<file path="src/rtl/accel_feeder_pkg.sv">
// Shared types and sizing helpers for the systolic operand feeder.
package accel_feeder_pkg;

  localparam int unsigned NUM_LANES  = 4;
  localparam int unsigned DATA_WIDTH = 8;

  typedef enum logic [1:0] {
    IDLE,
    STREAM,
    DRAIN
  } feeder_state_t;

  typedef logic [NUM_LANES-1:0][DATA_WIDTH-1:0] lane_vec_t;

  function automatic int unsigned drain_cnt_width(input int unsigned lanes);
    return (lanes > 1) ? $clog2(lanes) : 1;
  endfunction

  localparam int unsigned DRAIN_CNT_W = drain_cnt_width(NUM_LANES);

endpackage

</file>
<file path="src/rtl/operand_skew_feeder_sync_fifo.sv">
// Single-clock FIFO with registered occupancy; push is refused while full.
module sync_fifo #(
  parameter int unsigned Width = 32,
  parameter int unsigned Depth = 4
) (
  input  logic             clk,
  input  logic             rst,
  input  logic             push,
  input  logic             pop,
  input  logic [Width-1:0] wdata,
  output logic [Width-1:0] rdata,
  output logic             full,
  output logic             empty
);

  localparam int unsigned AddrW = $clog2(Depth);

  logic [Width-1:0] mem [Depth];
  logic [AddrW-1:0] wptr;
  logic [AddrW-1:0] rptr;
  logic [AddrW:0]   count;
  logic             do_push;
  logic             do_pop;

  assign full    = (count == (AddrW+1)'(Depth));
  assign empty   = (count == '0);
  assign do_push = push && !full;
  assign do_pop  = pop && !empty;
  assign rdata   = mem[rptr];

  always_ff @(posedge clk) begin
    if (do_push) mem[wptr] <= wdata;
  end

  always_ff @(posedge clk) begin
    if (rst) begin
      wptr  <= '0;
      rptr  <= '0;
      count <= '0;
    end else begin
      if (do_push) wptr <= wptr + AddrW'(1);
      if (do_pop)  rptr <= rptr + AddrW'(1);
      case ({do_push, do_pop})
        2'b10:   count <= count + (AddrW+1)'(1);
        2'b01:   count <= count - (AddrW+1)'(1);
        default: count <= count;
      endcase
    end
  end

endmodule

</file>
<file path="src/rtl/operand_skew_feeder.sv">
// Buffers operand vectors, streams one tile per start, then flushes the skew chains.
module operand_skew_feeder
  import accel_feeder_pkg::*;
#(
  parameter int unsigned NumLanes     = 4,
  parameter int unsigned DataWidth    = 8,
  parameter int unsigned FifoDepth    = 4,
  parameter int unsigned TileLenWidth = 8
) (
  input  logic                          clk_i,
  input  logic                          rst_i,
  input  logic                          start_i,
  input  logic [TileLenWidth-1:0]       tile_len_i,
  output logic                          busy_o,
  output logic                          done_o,
  input  logic                          in_valid_i,
  output logic                          in_ready_o,
  input  logic [NumLanes*DataWidth-1:0] in_data_i,
  output logic                          out_valid_o,
  output logic [NumLanes*DataWidth-1:0] out_data_o,
  output logic                          out_last_o
);

  localparam int unsigned VecW   = NumLanes * DataWidth;
  localparam int unsigned DrainW = drain_cnt_width(NumLanes);
  localparam logic [DrainW-1:0] DrainLast = DrainW'(NumLanes - 1);
  // Zero-length tiles enter DRAIN without a last-vector cycle, so skip one count.
  localparam logic [DrainW-1:0] DrainZeroStart = (NumLanes > 1) ? DrainW'(1) : '0;

  feeder_state_t           state;
  feeder_state_t           state_next;
  logic [TileLenWidth-1:0] tile_len;
  logic [TileLenWidth-1:0] emit_cnt;
  logic [TileLenWidth-1:0] emit_next;
  logic [DrainW-1:0]       drain_cnt;
  logic                    fifo_full;
  logic                    fifo_empty;
  logic [VecW-1:0]         head;
  logic                    pop;
  logic                    last_pop;
  logic                    drain_end;

  sync_fifo #(
    .Width(VecW),
    .Depth(FifoDepth)
  ) u_fifo (
    .clk  (clk_i),
    .rst  (rst_i),
    .push (in_valid_i),
    .pop  (pop),
    .wdata(in_data_i),
    .rdata(head),
    .full (fifo_full),
    .empty(fifo_empty)
  );

  assign in_ready_o = !fifo_full;
  assign busy_o     = (state != IDLE);

  always_comb begin
    state_next = state;
    pop        = 1'b0;
    last_pop   = 1'b0;
    drain_end  = 1'b0;
    emit_next  = emit_cnt + TileLenWidth'(1);
    case (state)
      IDLE: begin
        if (start_i) state_next = (tile_len_i != '0) ? STREAM : DRAIN;
      end
      STREAM: begin
        if (!fifo_empty) begin
          pop = 1'b1;
          if (emit_next == tile_len) begin
            last_pop   = 1'b1;
            state_next = DRAIN;
          end
        end
      end
      DRAIN: begin
        if (drain_cnt == DrainLast) begin
          drain_end  = 1'b1;
          state_next = IDLE;
        end
      end
      default: state_next = IDLE;
    endcase
  end

  always_ff @(posedge clk_i) begin
    if (rst_i) begin
      state       <= IDLE;
      tile_len    <= '0;
      emit_cnt    <= '0;
      drain_cnt   <= '0;
      out_valid_o <= 1'b0;
      out_data_o  <= '0;
      out_last_o  <= 1'b0;
      done_o      <= 1'b0;
    end else begin
      state       <= state_next;
      out_valid_o <= pop;
      out_data_o  <= pop ? head : '0;
      out_last_o  <= last_pop;
      done_o      <= drain_end;
      if (state == IDLE && start_i) begin
        tile_len  <= tile_len_i;
        emit_cnt  <= '0;
        drain_cnt <= (tile_len_i == '0) ? DrainZeroStart : '0;
      end
      if (pop)            emit_cnt  <= emit_next;
      if (last_pop)       drain_cnt <= '0;
      if (state == DRAIN) drain_cnt <= drain_cnt + DrainW'(1);
    end
  end

endmodule

</file>
<file path="config.mk">
export PLATFORM = sky130hd
export DESIGN_NAME = operand_skew_feeder
export DESIGN_NICKNAME = d
export VERILOG_FILES = /design/src/rtl/accel_feeder_pkg.sv /design/src/rtl/operand_skew_feeder_sync_fifo.sv /design/src/rtl/operand_skew_feeder.sv
export SDC_FILE = /design/constraint.sdc
export NUM_CORES = 1
export LEC_CHECK = 0
export CAP_MARGIN = 20
export CORE_MARGIN = 5
export CORE_UTILIZATION = 54
export DETAILED_ROUTE_END_ITERATION = 8
export GPL_ROUTABILITY_DRIVEN = 0
export MAX_ROUTING_LAYER = met4
export PLACE_DENSITY_LB_ADDON = 0.12
export SKIP_CTS_REPAIR_TIMING = 1
export SYNTH_ARGS = -nofsm -noshare
export SYNTH_HDL_FRONTEND = slang
export SYNTH_SLANG_ARGS = --single-unit
</file>
<file path="constraint.sdc">
create_clock -name clk_i -period 3.25 [get_ports clk_i]
set_clock_uncertainty 0.15 [all_clocks]
set_input_delay 0.325 -clock clk_i [delete_from_list [all_inputs] [get_ports clk_i]]
set_output_delay 0.325 -clock clk_i [all_outputs]
set_load 0.01 [all_outputs]
</file>
==> metrics.md <==
| Metric | Value |
|---|---|
| Async S/R FF share, synth | `0` |
| Net count of the mapped netlist | `approximately 480` |
| Logic pwr share | `0.152` |
| Total power | `0.00593 W` |
| Pwr/cell area | `680 nW/µm²` |
| Max stage delay cell, worst path | `or3b_1` |
| Critical path type | `reg2reg` |
| Height of the chip | `125 µm` |
| Cell mode on critical path | `inv_1` |
| RSZ-0062 raised after global routing | `false` |
| Largest net degree at the start of global routing | `34` |
| TritonCTS Buffers | `17` |
| Post-synth EDFFs | `between 100 and 150` |
| Hold Worst Slack | `approximately 350 ps` |
| Place WS | `roughly 640 ps` |
| Sequential fraction of the synthesis area | `0.713` |
| Maximum clock rate | `roughly 380 MHz` |
| #FFs+latches synth | `190` |
| Synth cell types | `49` |
| Worst path max stage delay | `roughly 460 ps` |
| Avg Cell Area, Syn | `approximately 17 µm²` |
| Worst setup EP type | `flop` |
| Crit path time final | `2630 ps` |
| Final wirelength | `13000 µm` |
| Net switching power | `about 0.0014 W` |
| Share of cells above drive strength 1 | `0.165` |
| Grt ovf | `0` |
| GRT Util Overall | `0.178` |
| Largest cells by area after synthesis | `edfxtp_1 (54%), dfxtp_1 (17%), mux4_2 (10%), nor2b_1 (2.9%), ha_1 (1.2%)` |
| Initial antenna violation count | `0` |
| Mapped cell area | `between 7000 and 8000 µm²` |
| ANT nets after route | `0` |
| Final Slew Violations | `0` |
| Placed Cells | `666` |
| Clock Power Share | `0.350` |
| TNS Setup | `0 ps` |
| FP Rows | `42` |
| 1st-iter DRT viols | `about 310` |
| CTS clk-pin slew, worst paths | `60 ps` |
| Cell-internal power | `approximately 0.0045 W` |
| H-Tree Depth | `4` |
| # nets final | `about 560` |
| Dpl hpwl | `8060 µm` |
| Top FF cell, synth | `edfxtp_1` |
| Worst Path Max Fanout | `6` |
| Vias in the first global route | `3962` |
| Leading area contributor after synthesis | `edfxtp_1` |
| Max-capacitance violation count | `0` |
| Die width | `125 µm` |
| Worst vdd ir | `0.405 mV` |
| Sw frac | `0.238` |
| Worst Path Required | `between 3000 and 4000 ps` |
| CP arrival | `between 2000 and 3000 ps` |
| Post-synth top area share | `0.539` |
| Post-synthesis cell count | `~420` |
| Ant diodes | `0` |
| Initial Utilization | `0.545` |
| Root Buffer | `clkbuf_16` |
| Fill count | `891` |
| Final WS setup | `619 ps` |
| Clock Tree Buf Depth | `2` |
| Max-Slew Margin vs Limit | `0.392` |
| P_leak | `about 2.9 nW` |
| Top delay family on crit path | `simple AND/OR/NAND/NOR gates` |
| Critical path cell sequence | `or3b_1, and2_1, inv_1, ha_1, inv_1, fa_1, xor2_1, or3_1, a21oi_1` |
| Final Instance Count excl. Fillers | `between 600 and 700` |
| Final Hold Viols | `0` |
| I/O Buffers | `80` |
| Final setup violation count | `0` |
| Routed length per instance | `18.6 µm` |
| DR vias/cell | `roughly 5.4` |
| Worst Hold Class | `reg2reg` |
| Outcome | `complete, no violations` |
| Buf/Inv on CP | `2` |
| Skew-Pair Late Insertion Delay | `about 430 ps` |
| Io pins | `81` |
| YS warnings | `0` |
| Worst Tran Pin Value | `slightly above 900 ps` |
| Routed via count | `3798` |
| Final period utilization | `0.810` |
| Worst Setup Start Kind | `flop` |
| First-pass GRT wire length | `roughly 21000 µm` |
| Die area | `around 16000 µm²` |
| Seq pwr share | `0.498` |
| Clk sinks | `between 150 and 200` |
| P&R area growth vs syn | `22.3%` |
| Remaining DRCs | `0` |
| TritonCTS clock tree | `done` |
| Core area | `~13000 µm²` |
| TritonRoute pass-1 iters | `4` |
state kept, by name (all words and copies together), names as in the netlist:
| register | count |
|---|---|
| tile_len | 8 |
| u_fifo.count | 3 |
| drain_cnt | 2 |
| out_valid_o | 1 |
| u_fifo.rptr | 2 |
| u_fifo.mem | 128 |
| out_data_o | 32 |
| state | 2 |
| out_last_o | 1 |
| u_fifo.wptr | 2 |
| done_o | 1 |
| emit_cnt | 8 |
worst paths after layout:
kind,cells past startpoint,end,slack [ps],start
worst max-delay path,9,u_fifo.count[2],620,u_fifo.count[2]
worst max register to register,9,u_fifo.count[2],620,u_fifo.count[2]
worst min-delay path,2,emit_cnt[7],350,emit_cnt[7]
worst min register to register,2,emit_cnt[7],350,emit_cnt[7]
per-layer routing:
metal	GRT usage	up-vias	wire [µm]
met5	-	-	0
met4	0.0612	0	199
met3	0.0507	14	525
met2	0.284	88	6540
met1	0.222	1909	5690
li1	-	1787	-
kinds of logic after synthesis:
family                   Yosys count  share of synthesized area
flip-flops                       190                      0.713
AND/OR/NAND/NOR                  103                     0.0861
multiplexers                      40                      0.112
AO/OA/AOI/OAI                     38                     0.0354
buffers and inverters             30                     0.0191
XOR/XNOR                          14                     0.0191
adder cells (fa/ha/maj)            8                     0.0151
area by class of cell:
cell class / instances / area (µm²) / area share
multi-input combinational: 203 / 1920 / 0.220
clock inverter: 15 / 168 / 0.0192
tap: 176 / 220 / 0.0252
timing repair buffer: 88 / 873 / 0.100
inverter: 9 / 33.8 / 0.00387
sequential: 190 / 5090 / 0.583
clock buffer: 17 / 425 / 0.0488
cell usage after synthesis, types with 2 or more instances:
| master | n |
|---|---|
| nand4_1 | 2 |
| xnor2_1 | 7 |
| nand2_1 | 6 |
| mux2i_1 | 8 |
| nor2_1 | 17 |
| nor3_1 | 8 |
| ha_1 | 7 |
| nor4_1 | 2 |
| edfxtp_1 | 128 |
| xor2_1 | 6 |
| a31oi_1 | 4 |
| clkbuf_1 | 8 |
| a21oi_1 | 14 |
| nand3_1 | 5 |
| or4_1 | 2 |
| dfxtp_1 | 62 |
| buf_2 | 10 |
| nor3b_1 | 2 |
| inv_1 | 9 |
| or3_1 | 4 |
| nand4b_1 | 2 |
| a31o_2 | 2 |
| mux4_2 | 32 |
| nor2b_1 | 33 |
| a211oi_1 | 2 |
| and4_1 | 2 |
| and3_1 | 7 |
| nand3b_1 | 3 |
| o21ai_0 | 9 |
worst register-to-register path, delay by kind of cell (launching register included):
family / cells / cell delay [ps]
flip-flops: 1 / 450
XOR/XNOR: 1 / 150
AO/OA/AOI/OAI: 1 / 140
buffers and inverters: 2 / 150
adder cells (fa/ha/maj): 2 / 540
AND/OR/NAND/NOR: 3 / 990
power by group through the flow:
| stage | Combinational [W] | Clock, W | Sequential, W |
|---|---|---|---|
| 6_report | 0.000904 | 0.00208 | 0.00295 |
| 5_1_grt | 0.000987 | 0.00221 | 0.00298 |
| 4_1_cts | 0.000921 | 0.00211 | 0.00296 |
| 3_5_place_dp | 0.000913 | 0 | 0.00301 |
| 3_3_place_gp | 0.000903 | 0 | 0.00300 |
| 2_1_floorplan | 0.000632 | 0 | 0.00295 |
per-stage QoR:
stage	area, µm²	utilization
after floorplan	7130	-
after global placement	8130	0.622
after detailed placement	8130	0.622
after CTS	8730	0.667
after global routing	8730	0.667
final	8730	0.667
cell usage in the layout (no fill, tap or decap), drive strengths merged, types with 9 or more instances in the layout:
cell,netlist,routed
clkdlybuf4s50,0,80
edfxtp,128,128
a21oi,14,14
nor3,9,9
mux4,32,32
clkbuf,8,17
o21ai,9,9
nor2,17,17
nor2b,33,33
dfxtp,62,62
inv,9,12
(Power assumes the default switching activity.)
